`src/rtl/fruit_pkg.sv`:
```
// Shared types, screen constants and helpers for the fruit spawn controller.
package fruit_pkg;

  typedef enum logic [1:0] {
    ST_IDLE      = 2'd0,
    ST_COUNTDOWN = 2'd1,
    ST_RUN       = 2'd2,
    ST_PAUSED    = 2'd3
  } ctrl_state_t;

  localparam int SLOT_CNT  = 4;
  localparam int SCR_X_MAX = 639;
  localparam int SCR_Y_MAX = 479;

  typedef logic signed [7:0]  vel_t;
  typedef logic signed [10:0] spos_t;

  // Horizontal launch speed chosen by two random bits.
  function automatic vel_t launch_vx(input logic [1:0] sel);
    case (sel)
      2'b00:   launch_vx = -8'sd2;
      2'b01:   launch_vx = -8'sd1;
      2'b10:   launch_vx = 8'sd1;
      default: launch_vx = 8'sd2;
    endcase
  endfunction

endpackage

```
`src/rtl/fruit_lfsr.sv`:
```
// 16-bit Fibonacci LFSR (taps 16,14,13,11) that steps only when enabled.
module fruit_lfsr
  import fruit_pkg::*;
#(
  parameter logic [15:0] SEED = 16'hACE1
) (
  input  logic        clk_i,
  input  logic        rst_i,
  input  logic        en_i,
  output logic [10:0] rnd_o
);

  logic [15:0] lfsr_q, lfsr_d;

  always_comb begin
    lfsr_d = lfsr_q;
    if (en_i) begin
      lfsr_d = {lfsr_q[14:0], lfsr_q[15] ^ lfsr_q[13] ^ lfsr_q[12] ^ lfsr_q[10]};
    end else begin
      lfsr_d = lfsr_q;
    end
  end

  always_ff @(posedge clk_i or posedge rst_i) begin
    if (rst_i) begin
      lfsr_q <= SEED;
    end else begin
      lfsr_q <= lfsr_d;
    end
  end

  assign rnd_o = lfsr_q[10:0];

endmodule

```
`src/rtl/fruit_spawn_ctrl.sv`:
```
// Frame-rate scheduler for up to NUM_SLOTS fruits: launch, gravity, bounce,
// slice/miss retirement and the IDLE/COUNTDOWN/RUN/PAUSED game control.
module fruit_spawn_ctrl
  import fruit_pkg::*;
#(
  parameter int          NUM_SLOTS    = SLOT_CNT,
  parameter int          SPAWN_PERIOD = 60,
  parameter int          COUNTDOWN    = 120,
  parameter int          LAUNCH_VY    = 16,
  parameter int          GRAVITY      = 1,
  parameter int          FRUIT_SIZE   = 24,
  parameter int          Y_MAX        = SCR_Y_MAX,
  parameter int          X_MAX        = SCR_X_MAX,
  parameter logic [15:0] LFSR_SEED    = 16'hACE1
) (
  input  logic                    frame_clk,
  input  logic                    Reset,
  input  logic                    start,
  input  logic                    pause,
  input  logic                    slice_valid,
  input  logic [1:0]              slice_idx,
  output logic [10*NUM_SLOTS-1:0] FruitX,
  output logic [10*NUM_SLOTS-1:0] FruitY,
  output logic [9:0]              FruitS,
  output logic [NUM_SLOTS-1:0]    fruit_active,
  output logic                    hit_pulse,
  output logic                    miss_pulse,
  output logic                    launch_pulse,
  output logic [1:0]              ctrl_state
);

  ctrl_state_t          state_q, state_d;
  logic [7:0]           cd_q, cd_d, sp_q, sp_d;
  logic [9:0]           x_q [NUM_SLOTS];
  logic [9:0]           x_d [NUM_SLOTS];
  logic [9:0]           y_q [NUM_SLOTS];
  logic [9:0]           y_d [NUM_SLOTS];
  vel_t                 vx_q [NUM_SLOTS];
  vel_t                 vx_d [NUM_SLOTS];
  vel_t                 vy_q [NUM_SLOTS];
  vel_t                 vy_d [NUM_SLOTS];
  logic [NUM_SLOTS-1:0] act_q, act_d;
  logic                 hit_q, hit_d, miss_q, miss_d, launch_q, launch_d;
  logic                 lfsr_en_s;
  logic [10:0]          rnd_s;

  fruit_lfsr #(.SEED(LFSR_SEED)) u_lfsr (
    .clk_i (frame_clk),
    .rst_i (Reset),
    .en_i  (lfsr_en_s),
    .rnd_o (rnd_s)
  );

  // Launch eligibility uses act_q, so slots freed this frame wait a frame.
  always_comb begin : next_state_p
    spos_t x_new, y_new;
    logic  sliced, launch_try, placed;
    state_d    = state_q;
    cd_d       = cd_q;
    sp_d       = sp_q;
    x_d        = x_q;
    y_d        = y_q;
    vx_d       = vx_q;
    vy_d       = vy_q;
    act_d      = act_q;
    hit_d      = 1'b0;
    miss_d     = 1'b0;
    launch_d   = 1'b0;
    lfsr_en_s  = 1'b0;
    x_new      = 11'sd0;
    y_new      = 11'sd0;
    sliced     = 1'b0;
    launch_try = 1'b0;
    placed     = 1'b0;
    case (state_q)
      ST_IDLE: begin
        if (start) begin
          state_d = ST_COUNTDOWN;
          cd_d    = 8'(COUNTDOWN - 1);
        end else begin
          state_d = ST_IDLE;
        end
      end
      ST_COUNTDOWN: begin
        if (cd_q == 8'd0) begin
          state_d = ST_RUN;
          sp_d    = 8'd0;
        end else begin
          cd_d = cd_q - 8'd1;
        end
      end
      ST_RUN: begin
        if (pause) begin
          state_d = ST_PAUSED;
        end else begin
          lfsr_en_s  = 1'b1;
          launch_try = (sp_q == 8'd0);
          sp_d       = launch_try ? 8'(SPAWN_PERIOD - 1) : (sp_q - 8'd1);
          for (int i = 0; i < NUM_SLOTS; i++) begin
            sliced = slice_valid && (slice_idx == 2'(i));
            y_new  = spos_t'({1'b0, y_q[i]}) + spos_t'(vy_q[i]);
            x_new  = spos_t'({1'b0, x_q[i]}) + spos_t'(vx_q[i]);
            if (act_q[i]) begin
              y_d[i]  = y_new[9:0];
              vy_d[i] = vy_q[i] + vel_t'(GRAVITY);
              if ((x_new < 11'sd0) || (x_new > spos_t'(X_MAX))) begin
                vx_d[i] = -vx_q[i];
              end else begin
                x_d[i] = x_new[9:0];
              end
              if (sliced) begin
                act_d[i] = 1'b0;
                hit_d    = 1'b1;
              end else if ((vy_q[i] > 8'sd0) && (y_new >= spos_t'(Y_MAX))) begin
                act_d[i] = 1'b0;
                miss_d   = 1'b1;
              end else begin
                act_d[i] = 1'b1;
              end
            end else if (launch_try && !placed) begin
              placed   = 1'b1;
              x_d[i]   = 10'd64 + {1'b0, rnd_s[8:0]};
              y_d[i]   = 10'(Y_MAX);
              vy_d[i]  = -vel_t'(LAUNCH_VY);
              vx_d[i]  = launch_vx(rnd_s[10:9]);
              act_d[i] = 1'b1;
              launch_d = 1'b1;
            end else begin
              act_d[i] = 1'b0;
            end
          end
        end
      end
      ST_PAUSED: begin
        if (!pause) begin
          state_d = ST_RUN;
        end else begin
          state_d = ST_PAUSED;
        end
      end
      default: state_d = ST_IDLE;
    endcase
  end

  always_ff @(posedge frame_clk or posedge Reset) begin
    if (Reset) begin
      state_q  <= ST_IDLE;
      cd_q     <= 8'd0;
      sp_q     <= 8'd0;
      x_q      <= '{default: '0};
      y_q      <= '{default: '0};
      vx_q     <= '{default: '0};
      vy_q     <= '{default: '0};
      act_q    <= '0;
      hit_q    <= 1'b0;
      miss_q   <= 1'b0;
      launch_q <= 1'b0;
    end else begin
      state_q  <= state_d;
      cd_q     <= cd_d;
      sp_q     <= sp_d;
      x_q      <= x_d;
      y_q      <= y_d;
      vx_q     <= vx_d;
      vy_q     <= vy_d;
      act_q    <= act_d;
      hit_q    <= hit_d;
      miss_q   <= miss_d;
      launch_q <= launch_d;
    end
  end

  for (genvar g = 0; g < NUM_SLOTS; g++) begin : g_pack
    assign FruitX[10*g +: 10] = x_q[g];
    assign FruitY[10*g +: 10] = y_q[g];
  end

  assign FruitS       = 10'(FRUIT_SIZE);
  assign fruit_active = act_q;
  assign hit_pulse    = hit_q;
  assign miss_pulse   = miss_q;
  assign launch_pulse = launch_q;
  assign ctrl_state   = state_q;

endmodule

```
`config.mk`:
```
export PLATFORM = sky130hd
export DESIGN_NAME = fruit_spawn_ctrl
export DESIGN_NICKNAME = d
export VERILOG_FILES = /design/src/rtl/fruit_pkg.sv /design/src/rtl/fruit_lfsr.sv /design/src/rtl/fruit_spawn_ctrl.sv
export SDC_FILE = /design/constraint.sdc
export NUM_CORES = 1
export LEC_CHECK = 0
export BUFFER_PORTS_ARGS = -buffer_cell sky130_fd_sc_hd__buf_2
export CAP_MARGIN = 10
export CORE_ASPECT_RATIO = 0.9
export CORE_MARGIN = 8
export CORE_UTILIZATION = 47
export DETAILED_ROUTE_END_ITERATION = 8
export PLACE_DENSITY = 0.77
export SLEW_MARGIN = 20
export SYNTH_ARGS = -nofsm -noshare
export SYNTH_HDL_FRONTEND = slang
export SYNTH_HIERARCHICAL = 1
export SYNTH_SLANG_ARGS = --single-unit
```
`constraint.sdc`:
```
create_clock -name frame_clk -period 5.05 [get_ports frame_clk]
set_input_delay 0.2525 -clock frame_clk [delete_from_list [all_inputs] [get_ports frame_clk]]
set_output_delay 0.2525 -clock frame_clk [all_outputs]
set_load 0.02 [all_outputs]
```
# Yosys cells after proc, flatten, opt, wreduce, memory -nomap -nowiden
# Index checks and enable logic that the tools add are counted.
[word_totals] out_inout_bits=99 regBits=185
[op_classes] n_eq_ne=21 mux=114 n_bitwise=4 add_sub_neg=19 magnitude_cmp=16 n_reduce_logical=45
[ops] cell="10-bit 2-to-1 mux" n=20
[ops] cell="8-bit 2-to-1 mux" n=25
[ops] cell="11-bit by 8-bit adder with 11-bit output" n=8
[ops] cell="1-bit 2-to-1 mux" n=63
[ops] cell="11-bit by 10-bit greater-or-equal comparator with 1-bit output (second input constant)" n=4
[ops] cell="11-bit greater-than comparator (second input constant)" n=4
[ops] cell="11-bit by 1-bit less-than comparator with 1-bit output (second input constant)" n=4
[ops] cell="8-bit by 2-bit adder with 8-bit output (second input constant)" n=4
[ops] cell="8-bit by 1-bit greater-than comparator with 1-bit output (second input constant)" n=4
[ops] cell="8-bit negator" n=4
[ops] cell="8-bit one-hot mux with 2 select lines" n=2
[ops] cell="4-bit AND reduction" n=8
[ops] cell="8-bit one-hot mux with 3 select lines" n=1
[ops] cell="2-bit inequality test (second input constant)" n=9
[ops] cell="3-bit AND reduction" n=6
[ops] cell="8-bit zero test" n=2
[ops] cell="8-bit by 1-bit subtractor with 8-bit output (second input constant)" n=2
[ops] cell="2-bit nonzero test" n=6
[ops] cell="1-bit logical AND" n=11
[ops] cell="7-bit by 9-bit adder with 10-bit output (first input constant)" n=1
[ops] cell="2-bit == test (second input constant)" n=5
[ops] cell="2-bit by 1-bit inequality test with 1-bit output (second input constant)" n=4
[ops] cell="2-bit one-hot mux with 4 select lines" n=1
[ops] cell="2-bit by 1-bit == test with 1-bit output (second input constant)" n=3
[ops] cell="7 further kinds" n=18

# Depth between registers and ports, before layout
# Gate-level depths: netlist (run 1).
[logic_depth] word_depth=23 ltp_mapped=13

# Hierarchy
# Netlist (run 1), hierarchy kept.
[by_module_without_submodules] mod="fruit_spawn_ctrl" instances=1 area_per_inst_um2=12498.2 cells_each=1400
[by_module_without_submodules] mod="fruit_lfsr" instances=1 area_per_inst_um2=762.0 cells_each=50

# Worst setup path before layout (run 1)
# No wires, ideal clock.
[synth_timing] path_kind="flip-flop to flip-flop" startpoint="reg x_q, in the netlist FruitX[10]" endpoint="reg x_q, in the netlist FruitX[10]" synth_period_minus_slack_ns=3.189 arrival_ns=3.064 path_buffers=1 setup_ns=0.125 slack_ns=1.861 stages_incl_launch_ff=11 path_cell_list="dfrtp_1 > ha_1 > fa_1 > a21oi_1 > o22ai_1 > o41ai_2 > o311ai_0 > or2_2 > clkbuf_1 > o21ai_2 > mux2_2"
[synth_between] elab_chain_len=5 elab_cells_between_ends=8
[synth_rtl] element="start: declaration" line="fruit_spawn_ctrl.sv:34" text="logic [9:0] x_q [NUM_SLOTS];"
[synth_rtl] element="start signal: assignment" line="fruit_spawn_ctrl.sv:150" text="x_q <= '{default: '0};"
[synth_rtl] element="start signal: assignment" line="fruit_spawn_ctrl.sv:162" text="x_q <= x_d;"
[synth_rtl] element="11-bit by 8-bit adder with 11-bit output (*)" line="fruit_spawn_ctrl.sv:102" text="x_new = spos_t'({1'b0, x_q[i]}) + spos_t'(vx_q[i]);"
[synth_rtl] element="11-bit by 1-bit less-than comparator with 1-bit output / 11-bit greater-than comparator (equally long branches)" line="fruit_spawn_ctrl.sv:106" text="if ((x_new < 11'sd0) || (x_new > spos_t'(X_MAX))) begin"
[synth_rtl] element="1-bit logical OR" line="fruit_spawn_ctrl.sv:106"
[synth_rtl] element="2-bit inequality test (no line)"
[synth_rtl] element="4-bit AND reduction (no line)"
# Mark *: on every way between the ends. The rest lies on a longest branch, timed or not. The select of a mux whose other input is x is not followed.
# A chain may end at the register's enable or synchronous reset.

# Worst setup path after layout (run 1)
[layout_timing] startpoint="reg vx_q[0] in the netlist's numbering" endpoint="reg x_q, in the netlist FruitX[34]"
[layout_between] elab_chain_len=5 elab_cells_between_ends=8
[layout_rtl] element="start: declaration" line="fruit_spawn_ctrl.sv:38" text="vel_t vx_q [NUM_SLOTS];"
[layout_rtl] element="start signal: assignment" line="fruit_spawn_ctrl.sv:164" text="vx_q <= vx_d;"
[layout_rtl] element="11-bit by 8-bit adder with 11-bit output (*)" line="fruit_spawn_ctrl.sv:102"
[layout_rtl] element="11-bit by 1-bit less-than comparator with 1-bit output / 11-bit greater-than comparator (equally long branches)" line="fruit_spawn_ctrl.sv:106"
[layout_rtl] element="1-bit logical OR" line="fruit_spawn_ctrl.sv:106"
[layout_rtl] element="2-bit inequality test (no line)"
[layout_rtl] element="4-bit AND reduction (no line)"
# Marked as above.

==> results of run 1 <==
-- cells by family after synthesis --
kind of cell	Yosys count	share of synthesized area (%)
and+or+nand+nor	475	18.0
AOI/OAI and AO/OA	412	21.3
DFF	185	35.0
buffers and inverters	132	4.66
adders and majority gates	107	10.5
xor gates and xnor gates	74	4.89
muxes	63	5.50
other	2	0.0566
-- sequential cells by signal (all words and copies together), names as in the netlist --
| signal | flops |
|---|---|
| launch_pulse | 1 |
| hit_pulse | 1 |
| FruitY | 40 |
| vy_q | 32 |
| sp_q | 8 |
| ctrl_state | 2 |
| fruit_active | 4 |
| u_lfsr/lfsr_q | 16 |
| vx_q | 32 |
| FruitX | 40 |
| cd_q | 8 |
| miss_pulse | 1 |
-- critical path, stage by stage, from the launching register on --
cell      delay [ns]
dfrtp_1         0.42
ha_1            0.23
fa_1            0.43
a211oi_1        0.33
o21ai_0         0.19
a31oi_1         0.27
o21ai_0         0.25
xor2_1          0.26
nor2_1          0.79
mux2i_1         0.28
a21oi_1         0.08
-- cells in the final DEF, fill, tap and decap left out, drive strengths merged, types with 10 or more instances in the layout --
cell type  instances
nor3              51
a211oi            19
and3              16
o211ai            22
or3               22
a21oi             78
inv               61
o22a              25
buf              109
clkbuf            19
nand2b            17
xor2              44
nand4b            11
conb              10
a31oi             16
mux2i             17
nand4             15
o21ai            100
o2111ai           11
mux2              45
nand2            119
nand3             57
nor4              11
dfrtp            177
a21o              18
xnor2             30
ha                99
nor2             108
a211o             11
o21a              18
o22ai             14
-- metal layers --
layer / wire length (um) / vias up
li1: - / 5499
met1: 15600 / 5590
met2: 16100 / 400
met3: 2310 / 64
met4: 800 / 2
met5: 10 / -
-- repair_timing --
action,CTS,global route
buffers inserted,0,0
hold buffers,1,0
endpoints found under the hold margin,8,0
-- power by group through the flow --
stage | combinational (mW) | sequential [mW] | clock (mW)
floorplan | 0.438 | 1.69 | 0
global placement | 0.537 | 1.70 | 0
detailed placement | 0.557 | 1.71 | 0
CTS | 0.563 | 1.68 | 1.60
global route | 0.636 | 1.70 | 1.66
finish | 0.561 | 1.68 | 1.58
-- stage by stage --
| stage | utilization (%) | instances | total power [mW] |
|---|---|---|---|
| after floorplan | - | 1458 | 2.13 |
| after global placement | 50.0 | 1853 | 2.24 |
| after detailed placement | 50.0 | 1853 | 2.27 |
| after CTS | 52.5 | 1886 | 3.84 |
| after global routing | 52.5 | 1886 | 3.99 |
| final | 52.5 | 1886 | 3.82 |
-- cell usage after synthesis, types with 6 or more instances --
library cell,count
nand4_1,15
nor3b_1,9
nor2b_1,9
a21o_1,18
nand3_1,57
buf_4,23
mux2_2,37
o211ai_1,22
or3_1,22
ha_1,99
fa_1,8
o2111ai_1,11
a31oi_1,15
o221ai_1,6
and3_1,16
nand2b_1,17
inv_1,57
o21ai_0,96
a2bb2oi_1,7
nand4b_1,11
o22a_1,25
nor4_1,10
mux2i_1,17
clkbuf_1,37
o22ai_1,14
xor2_1,44
a211o_1,11
xnor2_1,30
nor2_1,107
buf_1,7
mux2_4,8
dfstp_2,8
a211oi_1,19
a41oi_1,7
a21oi_1,77
dfrtp_1,177
o21a_1,18
nand2_1,119
nor3_1,48
-- worst min path at each step --
stage,endpoint,slack (ns),cells past startpoint
floorplan,u_lfsr/lfsr_q[12]$_DFFE_PP0P_,0.16,1
global placement,u_lfsr/lfsr_q[14]$_DFFE_PP0P_,0.39,2
detailed placement,u_lfsr/lfsr_q[14]$_DFFE_PP0P_,0.41,2
CTS,ctrl_state[0]$_DFFE_PP0P_,0.09,2
global route,ctrl_state[0]$_DFFE_PP0P_,0.1,2
finish,cd_q[2]$_DFFE_PP0P_,0.11,3
-- area by class of cell --
cell class,count,share of cell area (%)
multi-input combinational,1141,54.9
sequential,185,31.7
timing repair buffer,110,4.04
tap,360,3.08
clock buffer,19,3.03
clock inverter,13,1.64
inverter,58,1.52
==> metrics, run 1 <==
clock buffer depth=2; Fin Setup TNS=0 ns; share of post-route cells with drive strength above 1=15.1%; Worst-Skew Late Latency=0.45 ns; Sink Count=185; DIE WIDTH=193 um; Max Cap Viol=0; Final Max Tran Viols=0; post-DR vias/cell=around 6.1; # diodes=0; Period minus WS final=3.66 ns; Slew @ Worst Pin=1.08 ns; worst-path fanout max=11; Clock Tree Root=clkbuf_16; RSZ-0062 raised after global routing=no; die area=33900 um2; Fin. Hold Viols=0; detailed placer's ending HPWL=24800 um; startpoint types=flop; Area Overhead vs Synth=10.2%; Rel. slew slack=27.7%; Synth Register Bits=185; vias in the first global route=11.0k; Async SR Flop Fraction=100%; Worst Path Class, Setup=reg -> reg; grt ovf=0; EDFF count, synth=0; Vias=11.6k; dpl cell area=13900 um2; Leak=6.83 nW; total CTS buffers=17; GR peak layer=met2; DRC=0; HP Start=start; synth warn=6; Die Span Y=175 um; Mean Syn Cell Area=9.14 um2; Core ar.=27900 um2; Worst setup EP type=flop; met1 usage=27.3%; r2r endpoint=FruitX[34]$_DFFE_PP0P_; type of the worst min-delay path=in -> reg; Reg2Reg Setup Slack=around 1.4 ns; post-synth top area share=33.4%; first-pass GRT wire length=57000 um; Pint=2.75 mW; Reg-to-Reg Start=vx_q[0]$_DFFE_PP0P_; Highest Clock Rate=273 MHz; largest net degree at the start of global routing=97; crit path from=vx_q[0]$_DFFE_PP0P_; met3 usage=4.34%; Routed Antenna Nets=0; clock power share=41.3%; Initial Utilization=47.6%; RePlAce Congestion=0.907; CTS tree=built; Period Utilization, post-route=approximately 73%; CTS resizes=0; synth unique cells=89; crit path DAT=between 3 and 4 ns; CTS clock-pin slew for the worst setup and hold paths=0.07 ns; total wire length=between 30000 and 40000 um; pwr dens=261 nW/um2; Crit path required time=5.37 ns; share of power burned in registers=44.0%; synth top area cells=dfrtp_1 (33%), ha_1 (9.3%), o21ai_0 (3.6%); FP Rows=58; Yosys top cell by area=dfrtp_1; status=finished clean; final worst slack=1.39 ns; final hold slack=0.109 ns; Filler cells=~2.5k; DRT iter0 DRCs=1024; Worst VDD drop=251 uV; port bufs=95; Avg WL per Cell=18.4 um; Synth Flop Type=dfrtp_1; Final Cell Area=14600 um2; sequential fraction of the synthesis area=35.0%; Sw Share=28.1%; htree depth=4; I/O pin cnt=106; Setup WS pre-CTS=1.49 ns; netlist area before placement=13300 um2; GRT met2 Usage=between 30% and 40%; Post-Syn Instances=1450; drt pass-1 iters=5; Layout Skew=0.0134 ns; Comb pwr share=between 10 and 15%; initial antenna violation count=1; FF+latch area=roughly 4600 um2; gr usage total=between 20% and 30%; multi-input logic area=8030 um2; final setup fails=0; CP Capture Point=FruitX[34]$_DFFE_PP0P_; Psw=1.08 mW; FF-to-FF path depth=10; Final #Nets=1627
No activity file was read; power rests on OpenSTA's default activity.
==> inputs of run 2 (changes only) <==
clock period = 3.25 ns   (was 5.05 ns; I/O delays follow)
==> run 2 against run 1 <==
Critical path depth stayed put. Clock skew is 0.0016 ns higher. Via count decreased by 0.21%. Largest cell class unchanged.
==> metrics, run 2 (synthesis gave the netlist of run 1 again) <==
Comb pwr share=15.4%; Max Cap Viol=0; CTS clock-pin slew for the worst setup and hold paths=0.07 ns; total wire length=approximately 35000 um; grt ovf=0; final hold slack=0.0333 ns; crit-path cells=ha_1 -> fa_1 -> a21oi_2 -> o22ai_1 -> o41ai_2 -> o311ai_0 -> or2_2 -> o21ai_2 -> buf_4 -> mux2_2; Worst-Skew Late Latency=between 0.4 and 0.5 ns; Highest Clock Rate=326 MHz; Initial Utilization=47.6%; clock buffer depth=2; most common cell after layout, fill and taps aside=dfrtp_1; Crit path required time=~3.6 ns; htree depth=4; die area=33900 um2; CP max stage cell=fa_1; post-DR vias/cell=6.03; final worst slack=roughly 0.19 ns; final setup fails=0; startpoint types=flop; RePlAce Congestion=0.922; Sink Count=185; Psw=1.69 mW; Final #Nets=1654; share of power burned in registers=45.9%; Worst setup EP type=flop; Final Max Tran Viols=0; Layout Skew=approximately 0.015 ns; Worst path max stage delay=0.44 ns; DRT iter0 DRCs=841; Period minus WS final=3.06 ns; DIE WIDTH=roughly 190 um; total CTS buffers=17; # diodes=0; Area Overhead vs Synth=11.8%; Slew @ Worst Pin=0.964 ns; pwr dens=384 nW/um2; worst-path fanout max=10; Avg WL per Cell=between 15 and 20 um; initial antenna violation count=0; CTS tree=built; I/O pin cnt=roughly 110; Clock Tree Root=clkbuf_16; CP top delay family=compound AO/OA/AOI/OAI gates; Vias=11.5k; most frequent cells in the layout=dfrtp_1 (177), nand2_1 (119), nor2_1 (106), ha_1 (99), o21ai_0 (96); Worst VDD drop=403 uV; worst path bufs/invs=1; Sw Share=between 20% and 30%; status=finished clean; share of post-route cells with drive strength above 1=roughly 17%; Pint=4.00 mW; vias in the first global route=11.1k; FP Rows=58; RSZ-0062 raised after global routing=yes; Fin. Hold Viols=0; Routed Antenna Nets=0; Period Utilization, post-route=94.3%; Setup WS pre-CTS=-0.0799 ns; crit path DAT=3.38 ns; drt pass-1 iters=5; Rel. slew slack=roughly 36%; clock power share=38.7%; crit path from=FruitX[10]$_DFFE_PP0P_; Die Span Y=approximately 180 um; detailed placer's ending HPWL=25500 um; largest net degree at the start of global routing=58; port bufs=95; Reg-to-Reg Start=FruitX[10]$_DFFE_PP0P_; Worst Path Class, Setup=reg -> reg; DRC=0; type of the worst min-delay path=in -> reg; first-pass GRT wire length=57000 um; gr usage total=20.6%; Leak=6.96 nW; HP Start=pause; Core ar.=~28000 um2
==> run 2: layout make-up <==
cell class                 instances  area (um2)
timing repair buffer             137         843
clock buffer                      19         453
clock inverter                    13         159
fill                            2504       13000
tap                              360         450
multi-input combinational       1141        8060
inverter                          58         221
sequential                       185        4640
==> run 2: worst paths after layout <==
path,slack (ns),depth (start not counted),endpoint
max reg2reg,0.19,10,FruitX[11]$_DFFE_PP0P_
min,0.03,2,ctrl_state[0]$_DFFE_PP0P_
max,0.19,10,FruitX[11]$_DFFE_PP0P_
max in group asynchronous,1.96,4,FruitX[24]$_DFFE_PP0P_
min reg2reg,0.52,1,u_lfsr/lfsr_q[14]$_DFFE_PP0P_
min in group asynchronous,0.38,3,u_lfsr/lfsr_q[14]$_DFFE_PP0P_
==> run 2: per-layer routing <==
layer / vias to the layer above / global-route usage, % / share of wire, %
met1: 5601 / 27.4 / 46
met5: - / 0 / 0
met3: 41 / 4.42 / 6.2
li1: 5564 / - / -
met2: 325 / 33.3 / 46
met4: 0 / 5.80 / 1.9
==> run 2: worst register-to-register path, delay by kind of cell (launching register included) <==
kind | cells | cell delay [ns]
AOI/OAI and AO/OA | 5 | 0.93
and+or+nand+nor | 1 | 0.38
adders and majority gates | 2 | 0.67
buffers and inverters | 1 | 0.21
muxes | 1 | 0.36
DFF | 1 | 0.40
==> run 2: power by group through the flow <==
| stage | registers (mW) | clock network [mW] | logic, mW |
|---|---|---|---|
| floorplan | 2.62 | 0 | 0.681 |
| global route | 2.63 | 2.33 | 0.991 |
| CTS | 2.60 | 2.24 | 0.877 |
| global placement | 2.64 | 0 | 0.840 |
| finish | 2.61 | 2.20 | 0.877 |
| detailed placement | 2.65 | 0 | 0.873 |
==> run 2: metrics by stage <==
stage	TNS [ns]	cell area, um2	std cells	total power, mW	utilization, %
after floorplan	0	13300	1458	3.30	-
after global placement	0	14200	1879	3.48	50.8
after detailed placement	-0.387	14200	1879	3.52	50.8
after CTS	0	14800	1912	5.72	53.0
after global routing	-0.00935	14800	1913	5.95	53.2
final	0	14800	1913	5.69	53.2
==> run 2: what timing repair did <==
item / CTS / global route
gates cloned: 0 / 0
hold buffers: 1 / 0
endpoints found under the setup margin: 8 / 34
pin swaps: 0 / 1
gates resized for setup: 1 / 6
setup buffers: 0 / 1
hold endpoints to repair: 43 / 0
==> inputs of run 3 (changes only) <==
ABC_AREA = 1   (was not set)
CORE_ASPECT_RATIO = 0.6   (was 0.9)
GPL_TIMING_DRIVEN = 0   (was not set)
PLACE_DENSITY = 0.76   (was 0.77)
==> run 3 against run 2 <==
Non-clock buffer count grew 18. Global-route usage grew 2.5 points. Sequential power shrank 12%. Count of clock-buffer cells in the layout shrank 2. Clock power grew 6%. Largest cell class unchanged. Via count grew 12%. Sequential share of layout area shrank 0.49 points.
==> metrics, run 3 <==
largest net degree at the start of global routing=34; Worst setup EP type=flop; WL met1=18500 um; final worst slack=between 0.4 and 0.5 ns; Vias=12.9k; detailed placer's ending HPWL=30500 um; post-synth top area share=between 30% and 40%; Synth Flop Type=dfrtp_1; CP max stage cell=fa_1; adder-cell share of the synthesized area=about a tenth; die area=34200 um2; synth warn=6; Mean Syn Cell Area=7.29 um2; Sink Count=around 190; Top Metal Used=met4; Layout Skew=slightly below 0.009 ns; CTS resizes=0; initial antenna violation count=0; netlist area before placement=13300 um2; Initial Utilization=48.1%; Leak=around 8.2 nW; Fin. Hold Viols=0; Synth Register Bits=approximately 190; most frequent cells in the layout=nand2_1 (520), inv_1 (208), nand3_1 (179), dfrtp_1 (177), o21ai_0 (127); first-pass GRT wire length=63500 um; Area Overhead vs Synth=12.9%; combinational family with the most area after synthesis=simple AND/OR/NAND/NOR gates; routed wl met3=3610 um; Worst VDD drop=264 uV; Async SR Flop Fraction=between 90% and 100%; gr usage total=23.1%; Worst-Skew Late Latency=0.46 ns; Slew @ Worst Pin=0.882 ns; grt ovf=0; simple-gate share of the synthesized area=between 30% and 40%; Final Cell Area=15100 um2; CTS clock-pin slew for the worst setup and hold paths=0.07 ns; # diodes=0; total wire length=around 40000 um; total CTS buffers=17; Period Utilization, post-route=between 80% and 90%; status=finished clean; type of the worst min-delay path=in -> reg; Setup WS pre-CTS=0.582 ns; RePlAce Congestion=0.950; Max Cap Viol=0; Reg2Reg Setup Slack=0.45 ns; EDFF count, synth=0; Crit path required time=3.60 ns; Die Span Y=between 100 and 150 um; Final #Nets=between 2k and 2.5k; share of post-route cells with drive strength above 1=between 10% and 20%; CTS tree=built; cell with the most instances after synthesis=nand2_1; # Post-CTS Setup Buffers=0; sequential fraction of the synthesis area=34.8%; Hold Buf Count CTS=1; Rel. slew slack=41.0%; Yosys top cell by area=dfrtp_1; port bufs=95; Period minus WS final=2.80 ns; worst-path fanout max=10; Clock Tree Root=clkbuf_16; Worst path max stage delay=0.48 ns; Core ar.=27800 um2; synth unique cells=55; Post-Synth XOR/XNOR Area=2.95%; dpl cell area=14400 um2; crit path DAT=approximately 3.2 ns; post-DR vias/cell=5.52; vias in the first global route=11.9k; drt pass-1 iters=8; final hold slack=approximately 0.032 ns; multiplexer share of the synthesized area=0%; Routed Antenna Nets=0; DRT iter0 DRCs=1382; pwr dens=314 nW/um2; synth top area cells=dfrtp_1 (33%), nand2_1 (15%), ha_1 (9.3%); Avg WL per Cell=16.8 um; Worst Path Class, Setup=reg -> reg; Final Max Tran Viols=0; I/O pin cnt=approximately 110; Highest Clock Rate=357 MHz; CP top delay family=simple AND/OR/NAND/NOR gates; RSZ-0062 raised after global routing=no; clock buffer depth=2; DIE WIDTH=about 230 um; startpoint types=flop; FP Rows=between 40 and 50; Synth Area in Compound Gates=12.0%; Post-Syn Instances=around 1.8k; crit-path cells=ha_1 -> fa_1 -> nand3_1 -> nand2_1 -> nand4_1 -> nand3_1 -> xnor2_1 -> nand2_1 -> nand2_1 -> nand3_1 -> nand3_1 -> nand2_1; Synth top cells by count=nand2_1 (520), inv_1 (209), nand3_1 (179); final setup fails=0; met2 routed WL=between 15000 and 20000 um; most common cell after layout, fill and taps aside=nand2_1; DRC=0; htree depth=4; worst path bufs/invs=0
==> run 3: final timing paths <==
| kind | endpoint | start | cells past startpoint |
|---|---|---|---|
| min reg2reg | u_lfsr/lfsr_q[7]$_DFFE_PP1P_ | u_lfsr/lfsr_q[6]$_DFFE_PP1P_ | 2 |
| min | ctrl_state[0]$_DFFE_PP0P_ | pause | 3 |
| min in group asynchronous | u_lfsr/lfsr_q[14]$_DFFE_PP0P_ | Reset | 3 |
| max | FruitX[23]$_DFFE_PP0P_ | vx_q[8]$_DFFE_PP0P_ | 12 |
| max reg2reg | FruitX[23]$_DFFE_PP0P_ | vx_q[8]$_DFFE_PP0P_ | 12 |
| max in group asynchronous | FruitY[26]$_DFFE_PP0P_ | Reset | 5 |
==> run 3: cell families (layout without fill, tap and decap cells) <==
logic type | count (synthesis) | in the layout
AOI/OAI and AO/OA | 290 | 290
adders and majority gates | 107 | 107
buffers and inverters | 280 | 413
xor gates and xnor gates | 45 | 45
and+or+nand+nor | 922 | 922
DFF | 185 | 185
other | 2 | 10
==> run 3: final cells by class <==
| cell class | instances | area, um2 |
|---|---|---|
| plain buffers | 54 | 342 |
| flip-flops and latches | 185 | 4640 |
| inverters | 226 | 865 |
| fillers | 2625 | 12700 |
| well taps | 367 | 459 |
| repair buffers | 101 | 586 |
| clock buffers | 17 | 425 |
| clock inverters | 15 | 214 |
| multi-input cells | 1374 | 7540 |
==> run 3: routing by layer <==
layer	global-route usage, %	vias up
li1	-	6288
met1	33.9	6029
met2	32.5	529
met3	5.92	65
met4	7.06	0
met5	0	-
==> run 3: power by group <==
group / internal [mW] / leakage (nW) / switching [mW]
Clock: 1.31 / 0.305 / 1.03
Combinational: 0.0261 / 5.52 / 0.0685
Sequential: 2.30 / 2.41 / 0
Total: 3.63 / 8.23 / 1.10
==> run 3: through the flow <==
stage	TNS (ns)	utilization (%)	instances	power, mW
detailed placement	0	51.9	2306	2.44
CTS	0	54.3	2339	4.77
global placement	-56.56	51.6	2301	2.43
global route	0	54.3	2339	4.87
finish	0	54.3	2339	4.74
floorplan	0	-	1839	2.41
==> run 3: worst min-delay path: stages <==
cell and delay, ns:
buf_2 0.08, inv_1 0.06, o211ai_1 0.15
